File: config.mk
export PLATFORM = sky130hd
export DESIGN_NAME = bpm_estimator_flat
export DESIGN_NICKNAME = d
export VERILOG_FILES = /design/src/rtl/bpm_pkg.sv /design/src/rtl/bpm_estimator_if.sv /design/src/rtl/bpm_divider.sv /design/src/rtl/bpm_estimator.sv /design/src/flat_wrapper.sv
export SDC_FILE = /design/constraint.sdc
export NUM_CORES = 1
export LEC_CHECK = 0
export BUFFER_PORTS_ARGS = -buffer_cell sky130_fd_sc_hd__buf_2
export CAP_MARGIN = 15
export CORE_MARGIN = 3
export CORE_UTILIZATION = 58
export CTS_CLUSTER_DIAMETER = 60
export DETAILED_ROUTE_END_ITERATION = 16
export PLACE_DENSITY = 0.84
export SYNTH_ARGS = -nofsm -noshare
export SYNTH_HDL_FRONTEND = slang
export SYNTH_SLANG_ARGS = --single-unit
File: constraint.sdc
create_clock -name clk -period 3.5 [get_ports clk]
set_clock_uncertainty 0.1 [all_clocks]
set_input_delay 0.175 -clock clk [delete_from_list [all_inputs] [get_ports clk]]
set_output_delay 0.175 -clock clk [all_outputs]
set_load 0.01 [all_outputs]
File: src/rtl/bpm_pkg.sv
// Shared types and constants for the BPM estimator.
package bpm_pkg;

    typedef enum logic [1:0] {
        WAIT_FIRST,
        PRIME,
        TRACK
    } state_e;

    localparam int unsigned MS_PER_MIN = 60000;
    localparam int unsigned DIV_W      = 16;

    function automatic int unsigned calc_timeout_ms(input int unsigned min_bpm);
        return MS_PER_MIN / min_bpm;
    endfunction

    function automatic int unsigned calc_refractory_ms(input int unsigned max_bpm);
        return MS_PER_MIN / max_bpm;
    endfunction

endpackage

File: src/rtl/bpm_estimator_if.sv
// Beat input and BPM result bundle between the estimator and the brightness filter.
interface bpm_estimator_if #(
    parameter int unsigned BPM_W = 8
);
    logic             beat_in;
    logic [BPM_W-1:0] BPM_estimate;
    logic             bpm_valid;
    logic             beat_pulse;
    logic             timeout;

    modport master (
        input  beat_in,
        output BPM_estimate, bpm_valid, beat_pulse, timeout
    );

    modport slave (
        output beat_in,
        input  BPM_estimate, bpm_valid, beat_pulse, timeout
    );
endinterface

File: src/rtl/bpm_divider.sv
// 16-bit restoring divider: one load cycle, 16 iteration cycles, registered done strobe.
module bpm_divider
    import bpm_pkg::*;
(
    input  logic             clk,
    input  logic             reset,
    input  logic             abort_i,
    input  logic             start_i,
    input  logic [DIV_W-1:0] dividend_i,
    input  logic [DIV_W-1:0] divisor_i,
    output logic             busy_o,
    output logic             done_o,
    output logic [DIV_W-1:0] quotient_o
);
    localparam int unsigned CNT_W = $clog2(DIV_W + 1);

    logic [DIV_W-1:0] rem_q, quo_q, dvs_q;
    logic [CNT_W-1:0] cnt_q;
    logic             busy_q, done_q;
    logic [DIV_W:0]   shifted_c, trial_c;

    // Bit DIV_W of the trial difference is set when the divisor does not fit.
    assign shifted_c = {rem_q, quo_q[DIV_W-1]};
    assign trial_c   = shifted_c - {1'b0, dvs_q};

    always_ff @(posedge clk) begin
        if (!reset) begin
            rem_q  <= '0;
            quo_q  <= '0;
            dvs_q  <= '0;
            cnt_q  <= '0;
            busy_q <= 1'b0;
            done_q <= 1'b0;
        end else if (abort_i) begin
            cnt_q  <= '0;
            busy_q <= 1'b0;
            done_q <= 1'b0;
        end else begin
            done_q <= 1'b0;
            if (busy_q) begin
                if (trial_c[DIV_W]) begin
                    rem_q <= shifted_c[DIV_W-1:0];
                    quo_q <= {quo_q[DIV_W-2:0], 1'b0};
                end else begin
                    rem_q <= trial_c[DIV_W-1:0];
                    quo_q <= {quo_q[DIV_W-2:0], 1'b1};
                end
                cnt_q <= cnt_q - CNT_W'(1);
                if (cnt_q == CNT_W'(1)) begin
                    busy_q <= 1'b0;
                    done_q <= 1'b1;
                end
            end else if (start_i) begin
                rem_q  <= '0;
                quo_q  <= dividend_i;
                dvs_q  <= divisor_i;
                cnt_q  <= CNT_W'(DIV_W);
                busy_q <= 1'b1;
            end
        end
    end

    assign busy_o     = busy_q;
    assign done_o     = done_q;
    assign quotient_o = quo_q;

endmodule

File: src/rtl/bpm_estimator.sv
// Beat-interval BPM estimator feeding the brightness filter.
// Define BPM_AVG_EN to average the last AVG_DEPTH intervals; otherwise the latest interval is used.
module bpm_estimator
    import bpm_pkg::*;
#(
    parameter int unsigned CLK_HZ    = 50_000_000,
    parameter int unsigned MIN_BPM   = 40,
    parameter int unsigned MAX_BPM   = 200,
    parameter int unsigned AVG_DEPTH = 4,
    parameter int unsigned BPM_W     = $clog2(MAX_BPM + 1)
) (
    input  logic            clk,
    input  logic            reset,
    bpm_estimator_if.master bpm_if
);
    localparam int unsigned TICK_CYC   = CLK_HZ / 1000;
    localparam int unsigned PSC_W      = (TICK_CYC > 1) ? $clog2(TICK_CYC) : 1;
    localparam int unsigned TIMEOUT_MS = calc_timeout_ms(MIN_BPM);
    localparam int unsigned REFRACT_MS = calc_refractory_ms(MAX_BPM);
    localparam int unsigned IV_W       = $clog2(TIMEOUT_MS + 1);

    if (AVG_DEPTH < 2 || (AVG_DEPTH & (AVG_DEPTH - 1)) != 0) begin : g_bad_depth
        $error("AVG_DEPTH must be a power of 2 and at least 2");
    end

    state_e           state_q, state_d;
    logic [PSC_W-1:0] psc_q;
    logic [IV_W-1:0]  ival_q, avg_c;
    logic             beat_q;
    logic             ms_tick_c, edge_c, accept_c, tmo_c;
    logic [BPM_W-1:0] bpm_q, bpm_d;
    logic             valid_q, valid_d, pulse_q, pulse_d, tmo_q, tmo_d;
    logic             start_q, start_d, pend_q, pend_d;
    logic             div_busy, div_done;
    logic [DIV_W-1:0] div_quo, clamped_c;

    assign ms_tick_c = (psc_q == PSC_W'(TICK_CYC - 1));
    assign edge_c    = bpm_if.beat_in & ~beat_q;
    assign accept_c  = edge_c & ((state_q == WAIT_FIRST) | (ival_q >= IV_W'(REFRACT_MS)));
    // An accepted beat in the saturation cycle wins over the timeout.
    assign tmo_c     = (state_q != WAIT_FIRST) & (ival_q == IV_W'(TIMEOUT_MS)) & ~accept_c;

    always_ff @(posedge clk) begin
        if (!reset) begin
            psc_q  <= '0;
            ival_q <= '0;
            beat_q <= 1'b0;
        end else begin
            beat_q <= bpm_if.beat_in;
            if (accept_c) begin
                psc_q  <= '0;
                ival_q <= '0;
            end else begin
                psc_q <= ms_tick_c ? '0 : psc_q + PSC_W'(1);
                if (ms_tick_c && ival_q != IV_W'(TIMEOUT_MS))
                    ival_q <= ival_q + IV_W'(1);
            end
        end
    end

`ifdef BPM_AVG_EN
    localparam int unsigned AVG_SH = $clog2(AVG_DEPTH);
    localparam int unsigned SUM_W  = IV_W + AVG_SH;

    logic [IV_W-1:0]   ring_q [AVG_DEPTH];
    logic [AVG_SH-1:0] wptr_q;
    logic [SUM_W-1:0]  sum_q;

    // Priming fills every slot so the first average equals the first interval.
    always_ff @(posedge clk) begin
        if (!reset) begin
            for (int i = 0; i < AVG_DEPTH; i++) ring_q[i] <= '0;
            wptr_q <= '0;
            sum_q  <= '0;
        end else if (accept_c && state_q == PRIME) begin
            for (int i = 0; i < AVG_DEPTH; i++) ring_q[i] <= ival_q;
            wptr_q <= '0;
            sum_q  <= SUM_W'(ival_q) << AVG_SH;
        end else if (accept_c && state_q == TRACK) begin
            ring_q[wptr_q] <= ival_q;
            wptr_q         <= wptr_q + AVG_SH'(1);
            sum_q          <= sum_q + SUM_W'(ival_q) - SUM_W'(ring_q[wptr_q]);
        end
    end

    assign avg_c = IV_W'(sum_q >> AVG_SH);
`else
    logic [IV_W-1:0] last_q;

    always_ff @(posedge clk) begin
        if (!reset)
            last_q <= '0;
        else if (accept_c && state_q != WAIT_FIRST)
            last_q <= ival_q;
    end

    assign avg_c = last_q;
`endif

    bpm_divider u_div (
        .clk        (clk),
        .reset      (reset),
        .abort_i    (tmo_c),
        .start_i    (start_q),
        .dividend_i (DIV_W'(MS_PER_MIN)),
        .divisor_i  (DIV_W'(avg_c)),
        .busy_o     (div_busy),
        .done_o     (div_done),
        .quotient_o (div_quo)
    );

    assign clamped_c = (div_quo < DIV_W'(MIN_BPM)) ? DIV_W'(MIN_BPM) :
                       (div_quo > DIV_W'(MAX_BPM)) ? DIV_W'(MAX_BPM) : div_quo;

    always_comb begin
        state_d = state_q;
        bpm_d   = bpm_q;
        valid_d = valid_q;
        pulse_d = accept_c;
        tmo_d   = tmo_q;
        start_d = 1'b0;
        pend_d  = pend_q;
        if (div_done) begin
            bpm_d   = BPM_W'(clamped_c);
            valid_d = 1'b1;
            if (pend_q) begin
                start_d = 1'b1;
                pend_d  = 1'b0;
            end
        end
        unique case (state_q)
            WAIT_FIRST: begin
                if (accept_c) begin
                    state_d = PRIME;
                    tmo_d   = 1'b0;
                end
            end
            PRIME, TRACK: begin
                if (accept_c) begin
                    state_d = TRACK;
                    // Divider still owns the previous request: rerun once with the newest sum.
                    if (div_busy || start_q) pend_d  = 1'b1;
                    else                     start_d = 1'b1;
                end else if (tmo_c) begin
                    state_d = WAIT_FIRST;
                    tmo_d   = 1'b1;
                    bpm_d   = '0;
                    valid_d = 1'b0;
                    start_d = 1'b0;
                    pend_d  = 1'b0;
                end
            end
            default: state_d = WAIT_FIRST;
        endcase
    end

    always_ff @(posedge clk) begin
        if (!reset) begin
            state_q <= WAIT_FIRST;
            bpm_q   <= '0;
            valid_q <= 1'b0;
            pulse_q <= 1'b0;
            tmo_q   <= 1'b0;
            start_q <= 1'b0;
            pend_q  <= 1'b0;
        end else begin
            state_q <= state_d;
            bpm_q   <= bpm_d;
            valid_q <= valid_d;
            pulse_q <= pulse_d;
            tmo_q   <= tmo_d;
            start_q <= start_d;
            pend_q  <= pend_d;
        end
    end

    assign bpm_if.BPM_estimate = bpm_q;
    assign bpm_if.bpm_valid    = valid_q;
    assign bpm_if.beat_pulse   = pulse_q;
    assign bpm_if.timeout      = tmo_q;

endmodule

File: src/flat_wrapper.sv
// flat-port wrapper written by rule: the top's interface ports become plain ports
module bpm_estimator_flat import bpm_pkg::*;
#(
    parameter int unsigned CLK_HZ    = 50_000_000,
    parameter int unsigned MIN_BPM   = 40,
    parameter int unsigned MAX_BPM   = 200,
    parameter int unsigned AVG_DEPTH = 4,
    parameter int unsigned BPM_W     = $clog2(MAX_BPM + 1)
)
  (clk, reset, bpm_if_beat_in, bpm_if_BPM_estimate, bpm_if_bpm_valid, bpm_if_beat_pulse, bpm_if_timeout);
  bpm_estimator_if #(.BPM_W(BPM_W)) bpm_if_i ();
  input  logic clk;
  input  logic reset;
  input wire logic [$bits(bpm_if_i.beat_in)-1:0] bpm_if_beat_in;
  output wire logic [$bits(bpm_if_i.BPM_estimate)-1:0] bpm_if_BPM_estimate;
  output wire logic [$bits(bpm_if_i.bpm_valid)-1:0] bpm_if_bpm_valid;
  output wire logic [$bits(bpm_if_i.beat_pulse)-1:0] bpm_if_beat_pulse;
  output wire logic [$bits(bpm_if_i.timeout)-1:0] bpm_if_timeout;
  assign bpm_if_i.beat_in = bpm_if_beat_in;
  assign bpm_if_BPM_estimate = bpm_if_i.BPM_estimate;
  assign bpm_if_bpm_valid = bpm_if_i.bpm_valid;
  assign bpm_if_beat_pulse = bpm_if_i.beat_pulse;
  assign bpm_if_timeout = bpm_if_i.timeout;
  bpm_estimator #(.CLK_HZ(CLK_HZ), .MIN_BPM(MIN_BPM), .MAX_BPM(MAX_BPM), .AVG_DEPTH(AVG_DEPTH), .BPM_W(BPM_W)) u_core (.clk(clk), .reset(reset), .bpm_if(bpm_if_i));
endmodule
==> flow_summary.json, run 1 <==
{
  "clockPowerShare_pct": 35.8,
  "synthToLayoutAreaGrowth_pct": 6.40,
  "grt_max_degree": 28,
  "tightest_slew_ps": 802,
  "r2r_start": "u_core.u_div.quotient_o[15]$_SDFFE_PN0P_",
  "synth_top_area_cell": "dfxtp_1",
  "synth_most_common_cell": "nor2_1",
  "sw_frac_of_total_pct": 24.8,
  "post-route-period-util_pct": 79.4,
  "grt_pass1_vias": 3663,
  "post-dp-hpwl_um": 6590,
  "grt_usage_pct": 19.7,
  "max_slew_margin_pct": 46.2,
  "cts_buffer_depth": 2,
  "placed_area_sq_um": 4990,
  "pin_count": 14,
  "cts-buffers-inserted": 9,
  "cp-start-kind": "flip-flop",
  "rsz0062_at_grt": "no",
  "cp.arrival_ps": 2960,
  "cp.required_ps": 3680,
  "cts_tree": "done",
  "synth_top_area_share_pct": 42.6,
  "fin_nets": 610,
  "tns_ps": 0,
  "fin_area_sq_um": 5200,
  "clockRootBuffer": "clkbuf_8",
  "leakage_nw": 1.99,
  "ys.flop_type": "dfxtp_1",
  "core_sq_um": 7970,
  "routedWlPerCell_um": 13.2,
  "p_per_area_nw_per_um2": 405,
  "hold_path_class": "in -> reg",
  "synthCells": 581,
  "ys_seq_elements": 104,
  "p_switching_mw": 0.523,
  "ant_nets": 0,
  "syn_area_per_cell_sq_um": 8.42,
  "die_height_um": 97.8,
  "routabilityCongestion": 0.867,
  "period_minus_slack_ps": 2780,
  "end_kind": "flip-flop",
  "fin_util_pct": 65.3,
  "r2r_slack_ps": 720,
  "drive_gt1_share_pct": 7.25,
  "fmax_ghz": 0.360,
  "dieArea_sq_um": 9570,
  "min_path_cells": 2,
  "min_to": "u_core.bpm_if.timeout$_SDFFE_PN0P_",
  "synth_top_cells_by_count": "107 x nor2_1, 104 x dfxtp_1, 51 x nand2_1, 42 x a21oi_1, 28 x o21ai_0",
  "yosysSeqAreaShare_pct": 42.6,
  "clk_pin_slew_ps": 100,
  "io_buffers": 13,
  "drtIter0Drc": 180,
  "grt_pass1_wl_um": 16000,
  "cts_sinks": 104,
  "route.detailed.drc": 0,
  "rows": 32,
  "fillers": 667,
  "n_antenna_cell": 0,
  "vias_per_cell": 5.61,
  "worst_path_largest_cell_delay_ps": 410,
  "synthesis.area_sq_um": 4890,
  "vias": 3901,
  "synth_edf_count": 0,
  "cp_cell_sequence": "inv_1, ha_1, fa_1, nand2b_1, a211oi_2, o21ai_1, nand3_1, xor2_1, buf_4, mux2_2, o21ai_1",
  "maxSlewViolCount": 0,
  "cap_violations": 0,
  "r2r_cells": 11,
  "clkLatencyLatePin_ps": 360,
  "gr-total-overflow": 0,
  "routed_wl_um": 9180,
  "power_frac_seq_pct": 57.6,
  "p_comb_share_pct": 6.6,
  "cell_internal_pwr_mw": 1.59,
  "crit_top_cell": "o21ai_1",
  "die_x_um": 97.8,
  "post-cts-setup-buffers": 0,
  "initial_core_util_pct": 61.4,
  "antenna_found_initial": 0,
  "drt_pass1_iterations": 5,
  "synth.distinct_cells": 57,
  "htree_levels": 3,
  "yosys_warnings": 0,
  "finalSetupViolations": 0,
  "critPathKind": "reg -> reg",
  "synth_area_leaders": "dfxtp_1 43%, nor2_1 8.2%, ha_1 4.6%, a21oi_1 4.3%, nand2_1 3.9%",
  "cp_max_fo": 9,
  "status": "completed",
  "crit_slowest_cell": "fa_1",
  "ys_async_sr_fraction_pct": 0,
  "ir_drop_uv": 272,
  "min-delay-start": "reset",
  "hold_viol_final": 0,
  "syn-num-nets": 603,
  "rr_endpoint": "u_core.u_div.rem_q[1]$_SDFFE_PN0P_"
}
-- power by group through the flow --
stage / clock, mW / combinational, mW / sequential [mW]
finish: 0.754 / 0.139 / 1.22
global route: 0.818 / 0.158 / 1.22
CTS: 0.779 / 0.139 / 1.22
detailed placement: 0 / 0.137 / 1.24
global placement: 0 / 0.132 / 1.24
floorplan: 0 / 0.117 / 1.24
-- cell families after synthesis --
| kind of cell | share of synthesized area [%] |
|---|---|
| adder cells (fa/ha/maj) | 5.01 |
| AO/OA/AOI/OAI | 17.5 |
| multiplexers | 3.12 |
| AND/OR/NAND/NOR | 20.8 |
| flip-flops | 42.6 |
| XOR/XNOR | 6.45 |
| buffers and inverters | 4.55 |
-- cell usage in the layout, fill, tap and decap left out, types with 7 or more instances in the layout --
cell      instances
nor2_1          107
dfxtp_1         104
nand2_1          51
a21oi_1          42
o21ai_0          28
inv_1            24
xor2_1           20
ha_1             18
xnor2_1          16
mux2i_1          13
a22oi_1          13
buf_2            13
o21ai_1          12
nand3_1          12
and3_1           12
clkbuf_8          9
a211oi_1          7
o22ai_1           7
nand4_1           7
-- state kept, by name (all words and copies together), names as in the netlist --
register and count:
u_core.avg_c 11, u_core.bpm_if.timeout 1, u_core.u_div.quotient_o 16, u_core.bpm_if.bpm_valid 1, u_core.ival_q 11, u_core.u_div.busy_o 1, u_core.bpm_if.beat_pulse 1, u_core.start_q 1
u_core.u_div.done_o 1, u_core.bpm_if.BPM_estimate 8, u_core.u_div.dvs_q 11, u_core.u_div.cnt_q 5, u_core.u_div.rem_q 16, u_core.psc_q 16, u_core.pend_q 1, u_core.beat_q 1
u_core.state_q 2
-- layout make-up --
cell class	count	area, sq um	area share (%)
tap	102	128	2.45
inverter	25	93.8	1.80
sequential	104	2080	40.0
multi-input combinational	429	2590	49.7
timing repair buffer	19	113	2.16
clock buffer	10	128	2.45
clock inverter	6	73.8	1.42
-- how the worst max path moves through the flow --
stage          slack (ps)                                startpoint                             endpoint  cells past startpoint
3_3_place_gp          890  u_core.u_div.quotient_o[15]$_SDFFE_PN0P_   u_core.u_div.rem_q[0]$_SDFFE_PN0P_                     11
4_1_cts               710  u_core.u_div.quotient_o[15]$_SDFFE_PN0P_   u_core.u_div.rem_q[1]$_SDFFE_PN0P_                     11
3_5_place_dp          750  u_core.u_div.quotient_o[15]$_SDFFE_PN0P_   u_core.u_div.rem_q[1]$_SDFFE_PN0P_                     11
5_1_grt               470            u_core.state_q[1]$_SDFFE_PN0P_   u_core.u_div.dvs_q[0]$_SDFFE_PN0P_                      8
2_1_floorplan        1050  u_core.u_div.quotient_o[15]$_SDFFE_PN0P_  u_core.u_div.rem_q[11]$_SDFFE_PN0P_                     10
6_report              720  u_core.u_div.quotient_o[15]$_SDFFE_PN0P_   u_core.u_div.rem_q[1]$_SDFFE_PN0P_                     11
-- per-stage QoR --
step / hold WS (ps) / total power, mW / setup WS, ps / instances
detailed placement: 321 / 1.38 / 750 / 678
global placement: 306 / 1.37 / 888 / 678
finish: 55.0 / 2.11 / 722 / 695
CTS: 17.2 / 2.13 / 712 / 695
global route: 43.0 / 2.19 / 474 / 695
floorplan: 197 / 1.36 / 1050 / 581
-- metal layers --
layer  global-route usage, %  up-vias  part of all wire, %
li1                        -     2023                    -
met1                    26.4     1793                   49
met2                    31.5       72                   46
met3                    4.43       13                  3.4
met4                    6.60        0                  1.4
met5                       0        -                    0
-- repair_timing --
item,in CTS,in global routing
endpoints found under the setup margin,0,0
gates resized for setup,0,0
hold buffers,1,0
endpoints found under the hold margin,1,0
-- critical path, delay by kind of cell, from the launching register on --
family                   cells  cell delay (ps)
adder cells (fa/ha/maj)      2              610
XOR/XNOR                     1              210
AO/OA/AOI/OAI                3              430
AND/OR/NAND/NOR              2              310
multiplexers                 1              350
flip-flops                   1              370
buffers and inverters        2              310
No activity file was read; power rests on OpenSTA's default activity.
==> run 2: changes to the inputs <==
--- a/config.mk
+++ b/config.mk
@@ -5,6 +5,7 @@
 export SDC_FILE = /design/constraint.sdc
 export NUM_CORES = 1
 export LEC_CHECK = 0
+export ABC_AREA = 1
 export BUFFER_PORTS_ARGS = -buffer_cell sky130_fd_sc_hd__buf_2
 export CAP_MARGIN = 15
 export CORE_MARGIN = 3
==> constraint.sdc (replaced) <==
create_clock -name clk -period 2.6 [get_ports clk]
set_clock_uncertainty 0.1 [all_clocks]
set_input_delay 0.13 -clock clk [delete_from_list [all_inputs] [get_ports clk]]
set_output_delay 0.13 -clock clk [all_outputs]
set_load 0.01 [all_outputs]
==> run 2 against run 1 <==
Net effect: critical path type unchanged; via count up 26%; synthesized area is 9.3% higher; non-clock buffer count rose by 2; critical path depth grew 5; first-iteration DRC count is 23% higher; cell count increased by 28%; worst hold slack improved by 44 ps; utilization fell by 0.70 points.
==> flow_summary.json, run 2 <==
{
  "status": "completed",
  "synth_area_leaders": "dfxtp_1 39%, nand2_1 13%, inv_1 6.7%, a21oi_1 6.4%, nor2_1 5.6%",
  "cp_cell_sequence": "inv_1, ha_1, fa_2, inv_1, nand2_1, nand2_1, nand3_1, nand2_2, nand2_1, nand2_2, nand2_1, nand2_1, buf_4, nand2_1, nand3_1, a21oi_2",
  "drtIter0Drc": 222,
  "pin_count": 14,
  "synth_edf_count": 0,
  "ir_drop_uv": 730,
  "routedWlPerCell_um": 13.1,
  "worst_path_largest_cell_delay_ps": 360,
  "fillers": 761,
  "htree_levels": 3,
  "grt_pass1_vias": 4683,
  "grt_usage_pct": 23.3,
  "power.total_mw": 5.46,
  "yosys.area_share.simple_pct": 30.8,
  "ys_async_sr_fraction_pct": 0,
  "period_minus_slack_ps": 2420,
  "post-dp-hpwl_um": 8400,
  "io_buffers": 13,
  "r2r_cells": 16,
  "final_common_cell": "nand2_1",
  "crit_top_cell": "nand2_1",
  "rr_endpoint": "u_core.u_div.rem_q[1]$_SDFFE_PN0P_",
  "n_antenna_cell": 0,
  "vias_per_cell": 5.55,
  "hold_path_class": "in -> reg",
  "die_x_um": 102,
  "ys_seq_elements": 104,
  "cts-buffers-inserted": 9,
  "cp-start-kind": "flip-flop",
  "clkLatencyLatePin_ps": 380,
  "min_path_cells": 3,
  "synthMuxAreaShare_pct": 0,
  "cap_violations": 0,
  "die_height_um": 102,
  "clk_pin_slew_ps": 110,
  "synth_top_area_cell": "dfxtp_1",
  "min-delay-start": "reset",
  "r2r_slack_ps": 180,
  "dieArea_sq_um": 10400,
  "routabilityCongestion": 0.911,
  "maxSlewViolCount": 0,
  "leakage_nw": 2.33,
  "finalSetupViolations": 0,
  "clockRootBuffer": "clkbuf_8",
  "layout_common_cells": "180 x nand2_1, 104 x dfxtp_1, 96 x inv_1",
  "ant_nets": 0,
  "tightest_slew_ps": 556,
  "cp_max_fo": 6,
  "rsz0062_at_grt": "no",
  "synthCells": 762,
  "route.detailed.drc": 0,
  "cp.arrival_ps": 2570,
  "antenna_found_initial": 0,
  "core_sq_um": 8850,
  "synth_top_family_by_area": "simple AND/OR/NAND/NOR gates",
  "cts_sinks": 104,
  "grt_pass1_wl_um": 19900,
  "fin_nets": 796,
  "drt_pass1_iterations": 5,
  "fmax_ghz": 0.414,
  "cp.required_ps": 2750,
  "hold_viol_final": 0,
  "max_slew_margin_pct": 62.6,
  "rows": 34,
  "synthesis.area_sq_um": 5350,
  "r2r_start": "u_core.u_div.quotient_o[15]$_SDFFE_PN0P_",
  "cp.buffers_inverters": 3,
  "routed_wl_um": 11600,
  "synth_xor_area_share_pct": 2.62,
  "yosys_warnings": 0,
  "hold_slack_ps": 98.7,
  "min_to": "u_core.beat_q$_SDFF_PN0_",
  "post-cts-setup-buffers": 0,
  "grt_max_degree": 36,
  "gr-total-overflow": 0,
  "p_per_area_nw_per_um2": 955,
  "initial_core_util_pct": 60.4,
  "tns_ps": 0,
  "synthToLayoutAreaGrowth_pct": 6.90,
  "cts_buffer_depth": 2,
  "yosysSeqAreaShare_pct": 38.9,
  "syn-num-nets": 784,
  "ys.flop_type": "dfxtp_1",
  "synth_top_area_share_pct": 38.9,
  "crit_slowest_cell": "fa_2",
  "critPathKind": "reg -> reg",
  "fin_cells": 887,
  "synth.distinct_cells": 43,
  "synth_most_common_cell": "nand2_1",
  "end_kind": "flip-flop",
  "drive_gt1_share_pct": 10.1,
  "post-route-period-util_pct": 93.0,
  "synthAdderAreaFrac_pct": 4.59,
  "cts_tree": "done",
  "worst_path_dominant_cell_family": "simple AND/OR/NAND/NOR gates",
  "synth_compound_area_share_pct": 13.4,
  "dpl.cell_count": 869,
  "vias": 4924,
  "syn_area_per_cell_sq_um": 7.02,
  "synth_top_cells_by_count": "181 x nand2_1, 104 x dfxtp_1, 96 x inv_1, 80 x nor2_1, 68 x a21oi_1"
}
## run 2: per-stage QoR
step           setup slack, ps  instance area, sq um  utilization (%)
6_report                   182                  5720             64.6
5_1_grt                   17.0                  5720             64.6
4_1_cts                   8.31                  5680             64.2
3_5_place_dp              23.8                  5470             61.8
3_3_place_gp               180                  5470             61.8
2_1_floorplan              391                  5350                -
## run 2: routing by layer
layer | global-route usage [%] | up-vias | routed length, um
met5 | 0 | - | 0
met1 | 28.6 | 2271 | 5250
met4 | 8.68 | 0 | 306
li1 | - | 2486 | -
met2 | 40.5 | 132 | 5540
met3 | 4.71 | 35 | 498
## run 2: tightest hold or removal path, stage by stage
cell and delay, ps:
buf_2 260, nand2_1 130, inv_1 30
## run 2: logic make-up after synthesis
kind of cell,Yosys count
AO/OA/AOI/OAI,132
XOR/XNOR,16
adder cells (fa/ha/maj),19
buffers and inverters,120
flip-flops,104
AND/OR/NAND/NOR,371
## run 2: power by group
part           leakage, nW  internal [mW]  total (mW)  switching (mW)
registers            0.841           1.73        1.82          0.0943
clock network       0.0926          0.375       0.990           0.616
logic                 1.40          0.904        2.64            1.74
## run 2: what timing repair did
| item | 4_1_cts | 5_1_grt |
|---|---|---|
| setup endpoints to repair | 0 | 17 |
| gates resized for setup | 0 | 6 |
| hold buffers | 1 | 0 |
| endpoints found under the hold margin | 1 | 0 |
## run 2: worst max path at each step
stage          depth (start not counted)  slack [ps]                             endpoint                                     start
6_report                              16         180   u_core.u_div.rem_q[1]$_SDFFE_PN0P_  u_core.u_div.quotient_o[15]$_SDFFE_PN0P_
5_1_grt                               17          20  u_core.u_div.rem_q[15]$_SDFFE_PN0P_  u_core.u_div.quotient_o[15]$_SDFFE_PN0P_
4_1_cts                               16           8  u_core.u_div.rem_q[14]$_SDFFE_PN0P_  u_core.u_div.quotient_o[15]$_SDFFE_PN0P_
3_5_place_dp                          16          20  u_core.u_div.rem_q[14]$_SDFFE_PN0P_  u_core.u_div.quotient_o[15]$_SDFFE_PN0P_
3_3_place_gp                          15         180   u_core.u_div.rem_q[9]$_SDFFE_PN0P_  u_core.u_div.quotient_o[15]$_SDFFE_PN0P_
2_1_floorplan                         16         390   u_core.u_div.rem_q[3]$_SDFFE_PN0P_  u_core.u_div.quotient_o[15]$_SDFFE_PN0P_
## run 2: layout make-up
cell class | instances | area, sq um | area share [%]
Timing Repair Buffer | 21 | 128 | 2.23
Tap cell | 108 | 135 | 2.36
Multi-Input combinational cell | 539 | 2790 | 48.9
Sequential cell | 104 | 2080 | 36.4
Clock inverter | 7 | 71.3 | 1.25
Clock buffer | 9 | 124 | 2.17
Inverter | 99 | 384 | 6.72
